===== src/rtl/sram_pkg.sv =====
// Shared constants and state type for the SRAM readout path.
package sram_pkg;

    localparam int unsigned SRAM_ADDR_W    = 20;
    localparam int unsigned SRAM_DATA_W    = 16;
    localparam int unsigned WORDS_PER_SCAN = 52;

    // Largest word count a readout can address without wrapping the address counter.
    localparam logic [31:0] MAX_WORDS = 32'((1 << SRAM_ADDR_W) - 1);

    typedef enum logic [1:0] {
        StIdle,
        StIssue,
        StDrain,
        StFinish
    } readout_state_e;

endpackage


===== src/rtl/word_fifo.sv =====
// Synchronous first-word-fall-through FIFO; rd_data_o shows the head word while not empty.
module word_fifo #(
    parameter int unsigned Depth = 4,
    parameter int unsigned Width = 16,
    parameter int unsigned CntW  = $clog2(Depth + 1)
) (
    input  logic             clk_i,
    input  logic             rst_n_i,
    input  logic             wr_en_i,
    input  logic [Width-1:0] wr_data_i,
    input  logic             rd_en_i,
    output logic [Width-1:0] rd_data_o,
    output logic             full_o,
    output logic             empty_o,
    output logic [CntW-1:0]  count_o
);

    localparam int unsigned     PtrW    = (Depth > 1) ? $clog2(Depth) : 1;
    localparam logic [PtrW-1:0] PtrLast = PtrW'(Depth - 1);
    localparam logic [PtrW-1:0] PtrOne  = 1;
    localparam logic [CntW-1:0] CntOne  = 1;
    localparam logic [CntW-1:0] CntFull = CntW'(Depth);

    logic [Width-1:0] mem_q [Depth];
    logic [PtrW-1:0]  wr_ptr_q, wr_ptr_d, rd_ptr_q, rd_ptr_d;
    logic [CntW-1:0]  count_q, count_d;
    logic             wr, rd;

    assign full_o    = (count_q == CntFull);
    assign empty_o   = (count_q == '0);
    assign count_o   = count_q;
    assign rd_data_o = mem_q[rd_ptr_q];
    assign wr        = wr_en_i && !full_o;
    assign rd        = rd_en_i && !empty_o;

    always_comb begin
        wr_ptr_d = wr_ptr_q;
        rd_ptr_d = rd_ptr_q;
        count_d  = count_q;
        if (wr) begin
            wr_ptr_d = (wr_ptr_q == PtrLast) ? '0 : wr_ptr_q + PtrOne;
        end
        if (rd) begin
            rd_ptr_d = (rd_ptr_q == PtrLast) ? '0 : rd_ptr_q + PtrOne;
        end
        unique case ({wr, rd})
            2'b10:   count_d = count_q + CntOne;
            2'b01:   count_d = count_q - CntOne;
            default: count_d = count_q;
        endcase
    end

    always_ff @(posedge clk_i) begin
        if (!rst_n_i) begin
            wr_ptr_q <= '0;
            rd_ptr_q <= '0;
            count_q  <= '0;
        end else begin
            wr_ptr_q <= wr_ptr_d;
            rd_ptr_q <= rd_ptr_d;
            count_q  <= count_d;
        end
    end

    always_ff @(posedge clk_i) begin
        if (wr) begin
            mem_q[wr_ptr_q] <= wr_data_i;
        end
    end

endmodule


===== src/rtl/sram_readout.sv =====
// Reads a captured ping out of SRAM (addresses 1..total) and streams it as bytes,
// low byte of each word first, with flow control against a small word buffer.
module sram_readout
    import sram_pkg::*;
#(
    parameter int unsigned READ_LATENCY   = 2,
    parameter int unsigned WORDS_PER_SCAN = sram_pkg::WORDS_PER_SCAN,
    parameter int unsigned FIFO_DEPTH     = 4
) (
    input  logic                   clk_i,
    input  logic                   rst_n_i,
    input  logic                   start_i,
    input  logic [31:0]            num_scans,
    input  logic                   sram_packet_formed_i,
    input  logic [SRAM_DATA_W-1:0] sram_q,
    output logic [SRAM_ADDR_W-1:0] sram_addr,
    output logic                   sram_ld_addr_n,
    output logic                   sram_oe_n,
    output logic                   sram_we_n,
    output logic [7:0]             tx_data_o,
    output logic                   tx_valid_o,
    input  logic                   tx_ready_i,
    output logic                   busy_o,
    output logic                   done_o,
    output logic                   err_o
);

    localparam int unsigned            CntW    = $clog2(FIFO_DEPTH + 1);
    localparam logic [SRAM_ADDR_W-1:0] AddrOne = 1;
    localparam logic [SRAM_ADDR_W:0]   ByteOne = 1;

    readout_state_e         state_q, state_d;
    logic [SRAM_ADDR_W-1:0] addr_q, addr_d, issued_q, issued_d, total_q, total_d;
    logic [SRAM_ADDR_W:0]   bytes_q, bytes_d;
    logic                   err_q, err_d;
    logic [READ_LATENCY-1:0] pipe_q, pipe_d;
    logic [7:0]             hi_byte_q, hi_byte_d, tx_data_q, tx_data_d;
    logic                   hi_q, hi_d, tx_valid_q, tx_valid_d;

    logic                   issue, fifo_rd, fifo_full, fifo_empty, tx_fire, last_byte;
    logic [SRAM_DATA_W-1:0] fifo_rdata;
    logic [CntW-1:0]        fifo_count;
    logic [31:0]            total_full;
    int unsigned            in_flight;

    word_fifo #(
        .Depth (FIFO_DEPTH),
        .Width (SRAM_DATA_W)
    ) u_fifo (
        .clk_i     (clk_i),
        .rst_n_i   (rst_n_i),
        .wr_en_i   (pipe_q[READ_LATENCY-1]),
        .wr_data_i (sram_q),
        .rd_en_i   (fifo_rd),
        .rd_data_o (fifo_rdata),
        .full_o    (fifo_full),
        .empty_o   (fifo_empty),
        .count_o   (fifo_count)
    );

    // Buffered plus in-flight words must stay below depth so every returning read has a slot.
    always_comb begin
        in_flight = 0;
        for (int i = 0; i < READ_LATENCY; i++) begin
            in_flight += 32'(pipe_q[i]);
        end
        issue = (state_q == StIssue) && !fifo_full &&
                ((32'(fifo_count) + in_flight) < FIFO_DEPTH);
        pipe_d[0] = issue;
        for (int i = 1; i < READ_LATENCY; i++) begin
            pipe_d[i] = pipe_q[i-1];
        end
    end

    assign tx_fire    = tx_valid_q && tx_ready_i;
    assign last_byte  = tx_fire && (bytes_q == ({total_q, 1'b0} - ByteOne));
    assign total_full = num_scans * 32'(WORDS_PER_SCAN);

    always_comb begin
        state_d  = state_q;
        addr_d   = addr_q;
        issued_d = issued_q;
        total_d  = total_q;
        bytes_d  = tx_fire ? bytes_q + ByteOne : bytes_q;
        err_d    = err_q;
        unique case (state_q)
            StIdle: begin
                if (start_i && sram_packet_formed_i) begin
                    addr_d   = AddrOne;
                    issued_d = '0;
                    bytes_d  = '0;
                    err_d    = 1'b0;
                    total_d  = total_full[SRAM_ADDR_W-1:0];
                    // A zero product also covers a 32-bit wrap to zero.
                    if (total_full == '0) begin
                        state_d = StFinish;
                    end else if (total_full > MAX_WORDS) begin
                        err_d   = 1'b1;
                        state_d = StFinish;
                    end else begin
                        state_d = StIssue;
                    end
                end
            end
            StIssue: begin
                if (issue) begin
                    addr_d   = addr_q + AddrOne;
                    issued_d = issued_q + AddrOne;
                    if (issued_d == total_q) begin
                        state_d = StDrain;
                    end
                end
            end
            StDrain: begin
                if (last_byte) begin
                    state_d = StFinish;
                end
            end
            StFinish: state_d = StIdle;
            default:  state_d = StIdle;
        endcase
    end

    always_comb begin
        tx_valid_d = tx_valid_q;
        tx_data_d  = tx_data_q;
        hi_byte_d  = hi_byte_q;
        hi_d       = hi_q;
        fifo_rd    = 1'b0;
        if (!tx_valid_q || tx_ready_i) begin
            if (tx_valid_q && !hi_q) begin
                tx_data_d = hi_byte_q;
                hi_d      = 1'b1;
            end else if (!fifo_empty) begin
                fifo_rd    = 1'b1;
                tx_data_d  = fifo_rdata[7:0];
                hi_byte_d  = fifo_rdata[15:8];
                hi_d       = 1'b0;
                tx_valid_d = 1'b1;
            end else begin
                tx_valid_d = 1'b0;
            end
        end
    end

    always_ff @(posedge clk_i) begin
        if (!rst_n_i) begin
            state_q    <= StIdle;
            addr_q     <= '0;
            issued_q   <= '0;
            total_q    <= '0;
            bytes_q    <= '0;
            err_q      <= 1'b0;
            pipe_q     <= '0;
            hi_byte_q  <= '0;
            tx_data_q  <= '0;
            hi_q       <= 1'b0;
            tx_valid_q <= 1'b0;
        end else begin
            state_q    <= state_d;
            addr_q     <= addr_d;
            issued_q   <= issued_d;
            total_q    <= total_d;
            bytes_q    <= bytes_d;
            err_q      <= err_d;
            pipe_q     <= pipe_d;
            hi_byte_q  <= hi_byte_d;
            tx_data_q  <= tx_data_d;
            hi_q       <= hi_d;
            tx_valid_q <= tx_valid_d;
        end
    end

    assign sram_addr      = addr_q;
    assign sram_ld_addr_n = !issue;
    assign sram_oe_n      = !((state_q == StIssue) || (|pipe_q));
    assign sram_we_n      = 1'b1;
    assign tx_data_o      = tx_data_q;
    assign tx_valid_o     = tx_valid_q;
    assign busy_o         = (state_q == StIssue) || (state_q == StDrain);
    assign done_o         = (state_q == StFinish);
    assign err_o          = err_q;

endmodule

===== config.mk =====
export PLATFORM = sky130hd
export DESIGN_NAME = sram_readout
export DESIGN_NICKNAME = d
export VERILOG_FILES = /design/src/rtl/sram_pkg.sv /design/src/rtl/word_fifo.sv /design/src/rtl/sram_readout.sv
export SDC_FILE = /design/constraint.sdc
export NUM_CORES = 1
export LEC_CHECK = 0
export CAP_MARGIN = 10
export CORE_UTILIZATION = 35
export CTS_BUF_LIST = sky130_fd_sc_hd__clkbuf_16
export CTS_CLUSTER_SIZE = 10
export DETAILED_ROUTE_END_ITERATION = 8
export GPL_TIMING_DRIVEN = 0
export PLACE_DENSITY = 0.63
export SYNTH_ARGS = -nofsm -noshare
export SYNTH_HDL_FRONTEND = slang
export SYNTH_SLANG_ARGS = --single-unit

===== constraint.sdc =====
create_clock -name clk_i -period 8.8 [get_ports clk_i]
set_input_delay 0.88 -clock clk_i [delete_from_list [all_inputs] [get_ports clk_i]]
set_output_delay 0.88 -clock clk_i [all_outputs]
set_load 0.1 [all_outputs]

; ---- Word-level counts from Yosys, hierarchy flattened
; Memory sizes are Yosys's and may differ from the RTL's. A register that Yosys moved wholly into a read port is not among the register bits.
; Index checks and enable logic that the tools add are counted.
[op_classes]
add_sub_neg = 10
eq_ne = 15
muxes = 32
n_mul = 1
order_cmp = 2
n_bitwise = 2
n_reduce_logical = 29
[op_table]
columns = operator, n
row1 = $mux 20, 4
row2 = $pmux 20 s2, 2
row3 = $mux 21, 3
row4 = $add 20x1->20 const B, 2
row5 = $gt 32x20->1 const B, 1
row6 = $logic_not 32->1, 1
row7 = $mul 32x4->30 const B, 1
row8 = $add 21x1->21 const B, 1
row9 = $eq 21x21->1, 1
row10 = $sub 21x1->21 const B, 1
row11 = $eq 20x20->1, 1
row12 = $mux 2, 10
row13 = $mux 8, 2
row14 = $eq 2x2->1 const B, 5
row15 = $mux 1, 9
row16 = $logic_and 1x1->1, 8
row17 = $pmux 2 s4, 1
row18 = $logic_not 1->1, 6
row19 = $ne 2x2->1 const B, 3
row20 = $pmux 3 s2, 1
row21 = $reduce_and 2->1, 3
row22 = $reduce_and 3->1, 2
row23 = $add 2x1->2 const B, 2
row24 = $add 3x2->4, 1
row25 = 14 further kinds, 20
[totals]
out_inout_bits = 35
wordCells = 106
ramBits = 64
mem_count = 1
ff_bits = 109
[mem_list]
columns = name, depth, word_bits, rd, rd_ports_with_merged_regs, wr, line
row1 = u_fifo.mem_q, 4, 16, 1, 1, 1, word_fifo.sv:24  ; logic [Width-1:0] mem_q [Depth];

; ---- Longest topological paths before layout
; Gate-level depths: netlist of the first run.
[depth]
ltp_word = 7
ltp_mapped = 15
mapped_depth_nobuf = 15

; ---- Modules after synthesis
; From an unflattened synthesis of the first run, not the netlist that was laid out.
[hier_totals]
hier_cells = 1195
hier_area_um2 = 11197.0
[by_module_without_submodules]
columns = module, area_per_inst_um2, cells_each, n_inst
row1 = sram_readout, 8356.8, 1055, 1
row2 = word_fifo, 2840.2, 140, 1

; ---- Worst setup path after synthesis of the first run
; OpenSTA, ideal clock, no wires.
[synth_timing]
path_type = input-to-reg
start = input port num_scans[1]
end = register state_q[1]
arrival_time_ps = 3849
setup_slack_ps = 4815
cell_stages = 12
required_time_ps = 8664
cell_sequence = ha_1 -> fa_1 -> ha_1 -> a211oi_1 -> o21ai_0 -> a21oi_1 -> o21ai_0 -> a21oi_1 -> o21ai_0 -> mux2_2 -> nor4_1 -> a211oi_1
[synth_via]
elab_chain_len = 6
elab_cells_between_ends = 7
cone_classes = mul: 1 / order compare: 1 / mux: 4 / reduce/logical: 1
[synth_rtl]
columns = item, line
row1 = from (decl), sram_readout.sv:13  ; input logic [31:0] num_scans,
row2 = $mul 32x4->30 (*), sram_readout.sv:77  ; assign total_full = num_scans * 32'(WORDS_PER_SCAN);
row3 = $gt 32x20->1, sram_readout.sv:97  ; end else if (total_full > MAX_WORDS) begin
row4 = $mux 2, sram_readout.sv:97
row5 = $mux 2 (*), sram_readout.sv:95  ; if (total_full == '0) begin
row6 = $mux 2 (*), sram_readout.sv:88  ; if (start_i && sram_packet_formed_i) begin
row7 = $pmux 2 s4 (*), sram_readout.sv:86  ; unique case (state_q)
row8 = to (signal assigned), sram_readout.sv:148  ; state_q <= StIdle;
row9 = to (signal assigned), sram_readout.sv:160  ; state_q <= state_d;
row10 = to (decl), sram_readout.sv:32  ; readout_state_e state_q, state_d;
; Every way passes the cells marked *; elsewhere a longest branch is shown, timed or not. The select of a mux whose other input is x is not followed.
; A chain may end at the register's enable or synchronous reset.

; ---- Worst setup path in the final report of the first run
[layout_timing]
start = input port num_scans[9]
end = register state_q[1]
; The elaborated chain is that of the path after synthesis.

==> flow_metrics.tcl, run 1 <==
set metrics [dict create \
    outcome "completed" \
    fin_tns_setup_ns 0 \
    nFillCells 2977 \
    final_core_utilization_pct 42.1 \
    proportion_of_layout_cells_with_a_drive_suffix_above_1_pct 6.30 \
    detailedPlacementHpwl_mm 18.9 \
    critical_path_class "primary input to register" \
    max-slew-margin-rel_pct 14.7 \
    largest_net_degree_at_the_start_of_global_routing 23 \
    post-synth-top-area-fraction_pct 20.4 \
    placedInstanceArea_mm2 0.0122 \
    routed_wire_length_per_instance_um 14.7 \
    worstPathArrival_ns 5.68 \
    postSynthAreaPerCell_um2 9.44 \
    synthesis.area_mm2 0.0109 \
    grt_pass1_vias 8230 \
    tritoncts.num_buffers 17 \
    clock_sink_count 175 \
    die_h_um 179 \
    ioPinCount 88 \
    pwr_density_cell_mw_per_mm2 243 \
    layoutNonFillerInstCount 1666 \
    clockRootBuffer "clkbuf_16" \
    clock_tree.buffer_depth 2 \
    holdCritStartpoint "hi_byte_q[5]$_SDFFE_PN0P_" \
    finish.instance_area_mm2 0.0129 \
    initialDrtViolationCount 422 \
    critical_path.startpoint_type "primary input" \
    number_of_enable_flip_flop_cells_after_synthesis 64 \
    insertedDiodeCount 0 \
    regToRegStartpoint "u_fifo.count_o[0]$_SDFFE_PN0P_" \
    synthCells 1155 \
    clock_latency_of_the_later_clocked_register_in_the_worst_skew_pair_ns 0.44 \
    routed_wl_mm 24.5 \
    async_reset_ff_share_pct 0 \
    remaining_drc_errors 0 \
    timing.final.crit_period_ns 5.43 \
    clk_pin_slew_worst_paths_ns 0.08 \
    critical_path_peak_fanout 6 \
    setup.worst_path.end_class "register" \
    grt_pass1_wl_mm 40.6 \
    drv_slew 0 \
    count_of_cell_types_in_the_netlist 79 \
    timing_hold_violations_final 0 \
    seqCellArea_mm2 0.00414 \
    yosysWarningCount 0 \
    post-place-cells 1634 \
    antenna_found_initial 0 \
    design.final.nets 1408 \
    highest_clock_frequency_the_design_can_meet_ghz 0.184 \
    i_o_buffers 83 \
    average_vias_per_placed_instance 5.11 \
    synth.area.top_cells "dfxtp_1 (20%), edfxtp_1 (18%), ha_1 (8.1%)" \
    layout_worst_path_cycle_share_pct 61.6 \
    max_slew.worst_pin.slew_ns 1.27 \
    fp.coreArea_mm2 0.0306 \
    grt_util_all_layers_pct 16.0 \
    synth_nets 1306 \
    die_width_um 179 \
    floorplan.die_area_mm2 0.0319 \
    synthFlopType "dfxtp_1" \
    area_delta_synth_final_pct 18.1 \
    tritoncts "built" \
    synth_commonest_cells "dfxtp_1 (111), nor2_1 (111), inv_1 (109)" \
    synth-seq-cells 175 \
    via_count 8516 \
    initial_util_pct 35.6 \
    critPathLaunch "num_scans[9]" \
    cts.hold.buffers_added 0 \
    cellLeakagePower_nw 4.99 \
    cts_resized 0 \
    gp_congestion 0.832 \
    clock_tree.htree_level_count 4 \
    irDropWorstVdd_uv 146 \
    fp-row-count 64 \
    unrepaired_setup_endpoints_after_global_routing "no" \
    hold_class "register to register" \
    synth_seq_area_share_pct 38.0 \
    skew_ns 0.0144 \
    cts.repair_timing.setup_buffer_count 0 \
    required_ns 9.05 \
    drt_first_pass_iters 7 \
    synth_top_cell_by_area "dfxtp_1" \
    gr-total-overflow 0 \
    setup-violations-final 0 \
    antenna_left 0 \
    maxCapViolCount 0 \
    multi_input_area_mm2 0.00614 \
]
metrics by stage:
stage | hold WS, ns | power (W) | worst slack (ns)
3_5_place_dp | 0.447 | 0.00235 | 2.96
2_1_floorplan | 0.436 | 0.00203 | 4.81
5_1_grt | 0.470 | 0.00333 | 3.11
4_1_cts | 0.458 | 0.00315 | 3.39
6_report | 0.456 | 0.00312 | 3.37
3_3_place_gp | 0.442 | 0.00234 | 2.97
logic make-up (layout without fill, tap and decap cells):
kind of cell	count (synthesis)	in the layout	share of synthesized area (%)
buf+inv	158	273	5.69
other cells	1	1	0.0344
flops	175	175	38.0
simple gates	365	365	16.6
compound gates	220	220	13.1
fa+ha+maj	98	98	13.1
mux	30	30	4.66
xor+xnor	108	108	8.80
report_power, final:
part | switching (W) | internal (W)
Clock | 0.000391 | 0.000398
Sequential | 0.0000566 | 0.000914
Combinational | 0.000867 | 0.000497
state kept, by name (all words and copies together), names as in the netlist, 3 cells and up, named ones only:
signal,flops
u_fifo.count_o,3
u_fifo.mem_q,64
tx_data_o,8
bytes_q,21
sram_addr,20
issued_q,20
total_q,18
hi_byte_q,8
worst max-delay path: stages:
cell and delay (ns):
clkdlybuf4s50_1 0.52, ha_1 0.34, inv_1 0.05, fa_1 0.50, inv_1 0.04, ha_1 0.38, nand2_1 0.11, nor3b_1 0.36
nand3_1 0.12, o21ai_0 0.35, a21oi_1 0.16, o21ai_0 0.25, mux2_2 0.38, nor4_1 1.06, a211oi_1 0.17
worst paths after layout:
| check | end | slack (ns) | depth (start not counted) |
|---|---|---|---|
| worst max-delay path | state_q[1]$_SDFFE_PN0P_ | 3.37 | 15 |
| worst min-delay path | hi_byte_q[5]$_SDFFE_PN0P_ | 0.46 | 2 |
| worst max register to register | state_q[1]$_SDFFE_PN0P_ | 4.96 | 10 |
| worst min register to register | hi_byte_q[5]$_SDFFE_PN0P_ | 0.46 | 2 |
layer usage:
layer | GRT usage (%) | share of wire (%)
met1 | 21.1 | 47
met2 | 26.7 | 47
met3 | 3.01 | 5.0
met4 | 4.31 | 1.2
met5 | 0 | 0
placed cells by master, fill, tap and decap left out, drive strengths merged, types with 15 or more instances in the layout:
cell	n
clkdlybuf4s50	84
xnor2	50
mux4	16
or3	15
xor2	57
nor2	111
fa	27
nand4	18
dfxtp	111
nand3	34
a21oi	77
edfxtp	64
a211oi	15
nor3	20
ha	71
clkbuf	50
inv	116
nand2	87
and3	21
o21ai	50
final cells by class:
cell class	count	share of cell area, %
plain buffers	48	1.61
clock buffers	17	3.30
clock inverters	15	1.70
inverters	110	3.21
multi-input cells	822	47.7
flip-flops and latches	175	32.2
well taps	396	3.85
repair buffers	83	6.45
Note: power is estimated with default switching activity, not from simulation.
==> run 2: changes to the inputs <==
Settings changed: PLACE_DENSITY 0.63 to 0.64.
Clock period 8.8 ns to 4.89 ns, I/O delays scaled along.
==> flow_metrics.tcl, run 2 (synthesized netlist as in run 1, its figures left out) <==
set metrics [dict create \
    clock_power_share_pct 25.3 \
    i_o_buffers 83 \
    layout_worst_path_cycle_share_pct 92.3 \
    area_delta_synth_final_pct 18.1 \
    max_flop_register "u_fifo.mem_q" \
    clockRootBuffer "clkbuf_16" \
    routed_wire_length_per_instance_um 14.9 \
    skew_ns 0.0202 \
    tritoncts.num_buffers 17 \
    clk_pin_slew_worst_paths_ns 0.07 \
    remaining_drc_errors 0 \
    pwr_density_cell_mw_per_mm2 438 \
    die_h_um 179 \
    highest_clock_frequency_the_design_can_meet_ghz 0.221 \
    clock_tree.htree_level_count 4 \
    initialDrtViolationCount 524 \
    timing_hold_violations_final 0 \
    worstPathArrival_ns 4.80 \
    grt_util_all_layers_pct 16.1 \
    setup-violations-final 0 \
    largest_net_degree_at_the_start_of_global_routing 23 \
    p_seq_share_pct 31.0 \
    critical_path_class "primary input to register" \
    maxCapViolCount 0 \
    clock_tree.buffer_depth 2 \
    drt_first_pass_iters 5 \
    cts.hold.buffers_added 0 \
    detailedPlacementHpwl_mm 19.1 \
    fp-row-count 64 \
    max_slew.worst_pin.slew_ns 1.10 \
    pre_cts_slack_ns -0.609 \
    crit_top_cell "o21ai_0" \
    clock_sink_count 175 \
    outcome "completed" \
    timing.critical_path.slowest_cell_delay_ns 0.51 \
    biggestRegsByFlops "u_fifo.mem_q: 64 flops, bytes_q: 21 flops" \
    die_width_um 179 \
    critical_path.startpoint_type "primary input" \
    initial_util_pct 35.6 \
    finalWorstSetupSlack_ns 0.374 \
    irDropWorstVdd_uv 245 \
    antenna_left 0 \
    gr-total-overflow 0 \
    antenna_found_initial 1 \
    grt_pass1_vias 8242 \
    via_count 8551 \
    average_vias_per_placed_instance 5.13 \
    proportion_of_layout_cells_with_a_drive_suffix_above_1_pct 6.38 \
    grt_pass1_wl_mm 40.7 \
    finish.instance_area_mm2 0.0129 \
    met2_usage_pct 26.7 \
    power.net_switching_w 0.00239 \
    required_ns 5.17 \
    tritoncts "built" \
    share_comb_of_total_power_pct 43.8 \
    max_ffs_per_register 64 \
    ioPinCount 88 \
    swShare_pct 42.3 \
    groute.layer.met1.usage_pct 20.8 \
    max-slew-margin-rel_pct 26.5 \
    cellLeakagePower_nw 4.99 \
    nFillCells 2998 \
    clock_latency_of_the_later_clocked_register_in_the_worst_skew_pair_ns 0.45 \
    unrepaired_setup_endpoints_after_global_routing "no" \
    floorplan.die_area_mm2 0.0319 \
    placedInstanceArea_mm2 0.0122 \
    critical_path_peak_fanout 5 \
    use_met3_pct 3.24 \
    globalRoute.busiestLayer "met2" \
    design.final.nets 1408 \
    timing.final.crit_period_ns 4.52 \
    fp.coreArea_mm2 0.0306 \
    cellInternalPower_w 0.00326 \
    insertedDiodeCount 0 \
    drv_slew 0 \
    hold_class "register to register" \
    timing.critical_path.cells "clkdlybuf4s50_1 > ha_1 > inv_1 > fa_1 > inv_1 > ha_1 > a211oi_1 > o21ai_0 > a21oi_1 > o21ai_0 > a21oi_1 > o21ai_0 > mux2_2 > nor4_4 > a211oi_1" \
    gp_congestion 0.851 \
    routed_wl_mm 24.8 \
    layout.cells.most_common_list "nor2_1 (111), dfxtp_1 (111), inv_1 (109)" \
    setup.worst_path.end_class "register" \
    crit_path_top_delay_cell "fa_1" \
]
[run 2: cell count changes in the layout (fill, tap and decap cells not counted)]
cell      change
clkinv_8      -3
inv_16        +1
inv_6         +1
inv_8         +1
nor4_1        -1
nor4_4        +1
[run 2: path summary, 6_finish.rpt]
path | slack [ns] | depth (start not counted) | startpoint | to
setup reg to reg | 1.02 | 10 | u_fifo.count_o[0]$_SDFFE_PN0P_ | state_q[1]$_SDFFE_PN0P_
setup / recovery | 0.37 | 15 | num_scans[3] | state_q[1]$_SDFFE_PN0P_
hold reg to reg | 0.46 | 2 | err_o$_SDFFE_PN0P_ | err_o$_SDFFE_PN0P_
hold / removal | 0.46 | 2 | err_o$_SDFFE_PN0P_ | err_o$_SDFFE_PN0P_
[run 2: area by class of cell]
cell class	count	area, um^2	area share (%)
buffer	48	208	1.61
clock buffer	17	425	3.30
clock inverter	15	210	1.63
inverter	110	413	3.21
multi-input combinational	822	6150	47.8
sequential	175	4140	32.2
tap	396	495	3.85
timing repair buffer	83	831	6.45
[run 2: what timing repair did]
action                     in CTS  in global routing
resized for setup               1                  1
buffers inserted                0                  0
setup endpoints to repair       2                  2
[run 2: power groups by stage]
stage | registers [W] | clock network (W) | logic [W]
floorplan | 0.00196 | 0 | 0.00169
global placement | 0.00178 | 0 | 0.00243
detailed placement | 0.00178 | 0 | 0.00247
CTS | 0.00175 | 0.00145 | 0.00248
global route | 0.00177 | 0.00151 | 0.00273
finish | 0.00175 | 0.00143 | 0.00247
[run 2: layer usage]
layer  wire length [um]  up-vias
met1              11500     4073
met4                430        0
li1                   -     4270
met3               1200       34
met2              11600      174
met5                  0        -
[run 2: worst max-delay path, delay by kind of cell]
| kind | cells | cell delay (ns) |
|---|---|---|
| AOI/OAI and AO/OA | 7 | 1.83 |
| adders and majority gates | 3 | 1.05 |
| buffers and inverters | 3 | 0.58 |
| and+or+nand+nor | 1 | 0.50 |
| muxes | 1 | 0.34 |
[run 2: per-stage QoR]
stage | util (%) | total power (W) | hold slack (ns) | cells | setup TNS [ns]
finish | 42.1 | 0.00565 | 0.457 | 1666 | 0
global route | 42.1 | 0.00601 | 0.480 | 1666 | 0
CTS | 42.1 | 0.00568 | 0.459 | 1666 | 0
detailed placement | 40.0 | 0.00425 | 0.449 | 1634 | -1.19
global placement | 40.0 | 0.00421 | 0.445 | 1634 | -1.08
floorplan | - | 0.00365 | 0.436 | 1155 | 0
==> run 3: changes to the inputs <==
Settings changed: PLACE_DENSITY 0.64 to 0.52.
==> flow_metrics.tcl, run 3 (synthesized netlist as in run 1, its figures left out) <==
set metrics [dict create \
    critical_path_class "primary input to register" \
    routed_wl_mm 25.7 \
    cts_resized 0 \
    antenna_left 0 \
    layout.cells.most_common_list "nor2_1 (111), dfxtp_1 (111), inv_1 (110)" \
    fp-row-count 64 \
    maxCapViolCount 0 \
    required_ns 5.19 \
    cellLeakagePower_nw 4.97 \
    routed_wire_length_per_instance_um 15.4 \
    average_vias_per_placed_instance 5.03 \
    hold_class "register to register" \
    rr_worst_depth 11 \
    max_flop_register "u_fifo.mem_q" \
    critical_path_peak_fanout 4 \
    clock_tree.buffer_depth 2 \
    pwr_density_cell_mw_per_mm2 437 \
    setup.worst_path.end_class "register" \
    skew_ns 0.00776 \
    biggestRegsByFlops "u_fifo.mem_q: 64 flops, bytes_q: 21 flops" \
    initialDrtViolationCount 454 \
    drt_first_pass_iters 5 \
    crit_path_top_delay_cell "nor4_1" \
    worstPathArrival_ns 4.72 \
    gp_congestion 0.870 \
    remaining_drc_errors 0 \
    insertedDiodeCount 0 \
    clk_pin_slew_worst_paths_ns 0.08 \
    placedInstanceArea_mm2 0.0122 \
    design.final.nets 1408 \
    timing.final.crit_period_ns 4.42 \
    grt_pass1_vias 8128 \
    drv_slew 0 \
    largest_net_degree_at_the_start_of_global_routing 20 \
    timing.critical_path.slowest_cell_delay_ns 0.54 \
    finalHoldWorstSlack_ns 0.457 \
    layout_worst_path_cycle_share_pct 90.4 \
    initial_util_pct 35.6 \
    clock_tree.htree_level_count 4 \
    tritoncts.num_buffers 17 \
    nFillCells 3082 \
    ioPinCount 88 \
    setup-violations-final 0 \
    grt_util_all_layers_pct 16.8 \
    die_h_um 179 \
    cts.hold.buffers_added 0 \
    tritoncts "built" \
    antenna_found_initial 0 \
    fp.coreArea_mm2 0.0306 \
    final_core_utilization_pct 42.0 \
    clock_latency_of_the_later_clocked_register_in_the_worst_skew_pair_ns 0.44 \
    gr-total-overflow 0 \
    max_slew.worst_pin.slew_ns 1.08 \
    finish.instance_area_mm2 0.0128 \
    grt_pass1_wl_mm 41.9 \
    unrepaired_setup_endpoints_after_global_routing "no" \
    timing.critical_path.cells "clkdlybuf4s50_1 > ha_1 > fa_1 > ha_1 > a211oi_1 > o21ai_0 > a21oi_1 > o21ai_0 > a21oi_1 > o21ai_0 > mux2_2 > nor4_1 > o21ai_0" \
    floorplan.die_area_mm2 0.0319 \
    i_o_buffers 83 \
    via_count 8385 \
    highest_clock_frequency_the_design_can_meet_ghz 0.226 \
    max-slew-margin-rel_pct 28.0 \
    timing_hold_violations_final 0 \
    hold_depth 2 \
    outcome "completed" \
    layoutNonFillerInstCount 1666 \
    die_width_um 179 \
    cts.repair_timing.setup_buffer_count 0 \
    proportion_of_layout_cells_with_a_drive_suffix_above_1_pct 6.22 \
    post-place-cells 1634 \
    detailedPlacementHpwl_mm 19.5 \
    max_ffs_per_register 64 \
    clock_sink_count 175 \
    crit_top_cell "o21ai_0" \
    clockRootBuffer "clkbuf_16" \
    area_delta_synth_final_pct 17.7 \
    irDropWorstVdd_uv 279 \
    critical_path.startpoint_type "primary input" \
]
==> run 3: layer usage <==
metal  track usage [%]  share of wire (%)
met1              22.3                 49
met2              28.2                 48
met3              2.94                2.6
met4              3.95                1.1
met5                 0                  0
==> run 3: final timing paths <==
path	slack, ns	end	startpoint
max	0.47	err_o$_SDFFE_PN0P_	num_scans[1]
max reg2reg	1.01	state_q[1]$_SDFFE_PN0P_	state_q[1]$_SDFFE_PN0P_
min	0.46	hi_byte_q[4]$_SDFFE_PN0P_	hi_byte_q[4]$_SDFFE_PN0P_
min reg2reg	0.46	hi_byte_q[4]$_SDFFE_PN0P_	hi_byte_q[4]$_SDFFE_PN0P_
==> run 3: layout make-up <==
| type | count | area, um^2 | share of cell area, % |
|---|---|---|---|
| Timing Repair Buffer | 83 | 831 | 6.47 |
| Tap cell | 396 | 495 | 3.86 |
| Multi-Input combinational cell | 822 | 6140 | 47.8 |
| Sequential cell | 175 | 4140 | 32.3 |
| Buffer | 48 | 208 | 1.62 |
| Inverter | 110 | 413 | 3.22 |
| Clock inverter | 15 | 178 | 1.38 |
| Clock buffer | 17 | 425 | 3.31 |
==> run 3: power by group <==
part           internal, W  total, W  switching (W)
Clock             0.000689   0.00137       0.000684
Combinational     0.000895   0.00248        0.00158
Sequential         0.00164   0.00176       0.000115
==> run 3: worst max-delay path, delay by kind of cell <==
family	cells	cell delay, ns
AO/OA/AOI/OAI	7	1.81
adder cells (fa/ha/maj)	3	1.12
AND/OR/NAND/NOR	1	0.54
buffers and inverters	1	0.46
multiplexers	1	0.29
==> run 3: metrics by stage <==
step	worst slack, ns	total power [W]	TNS (ns)
finish	0.470	0.00561	0
global route	0.206	0.00599	0
CTS	0.440	0.00567	0
detailed placement	-0.00294	0.00429	-0.00294
global placement	0.0865	0.00426	0
floorplan	1.30	0.00365	0
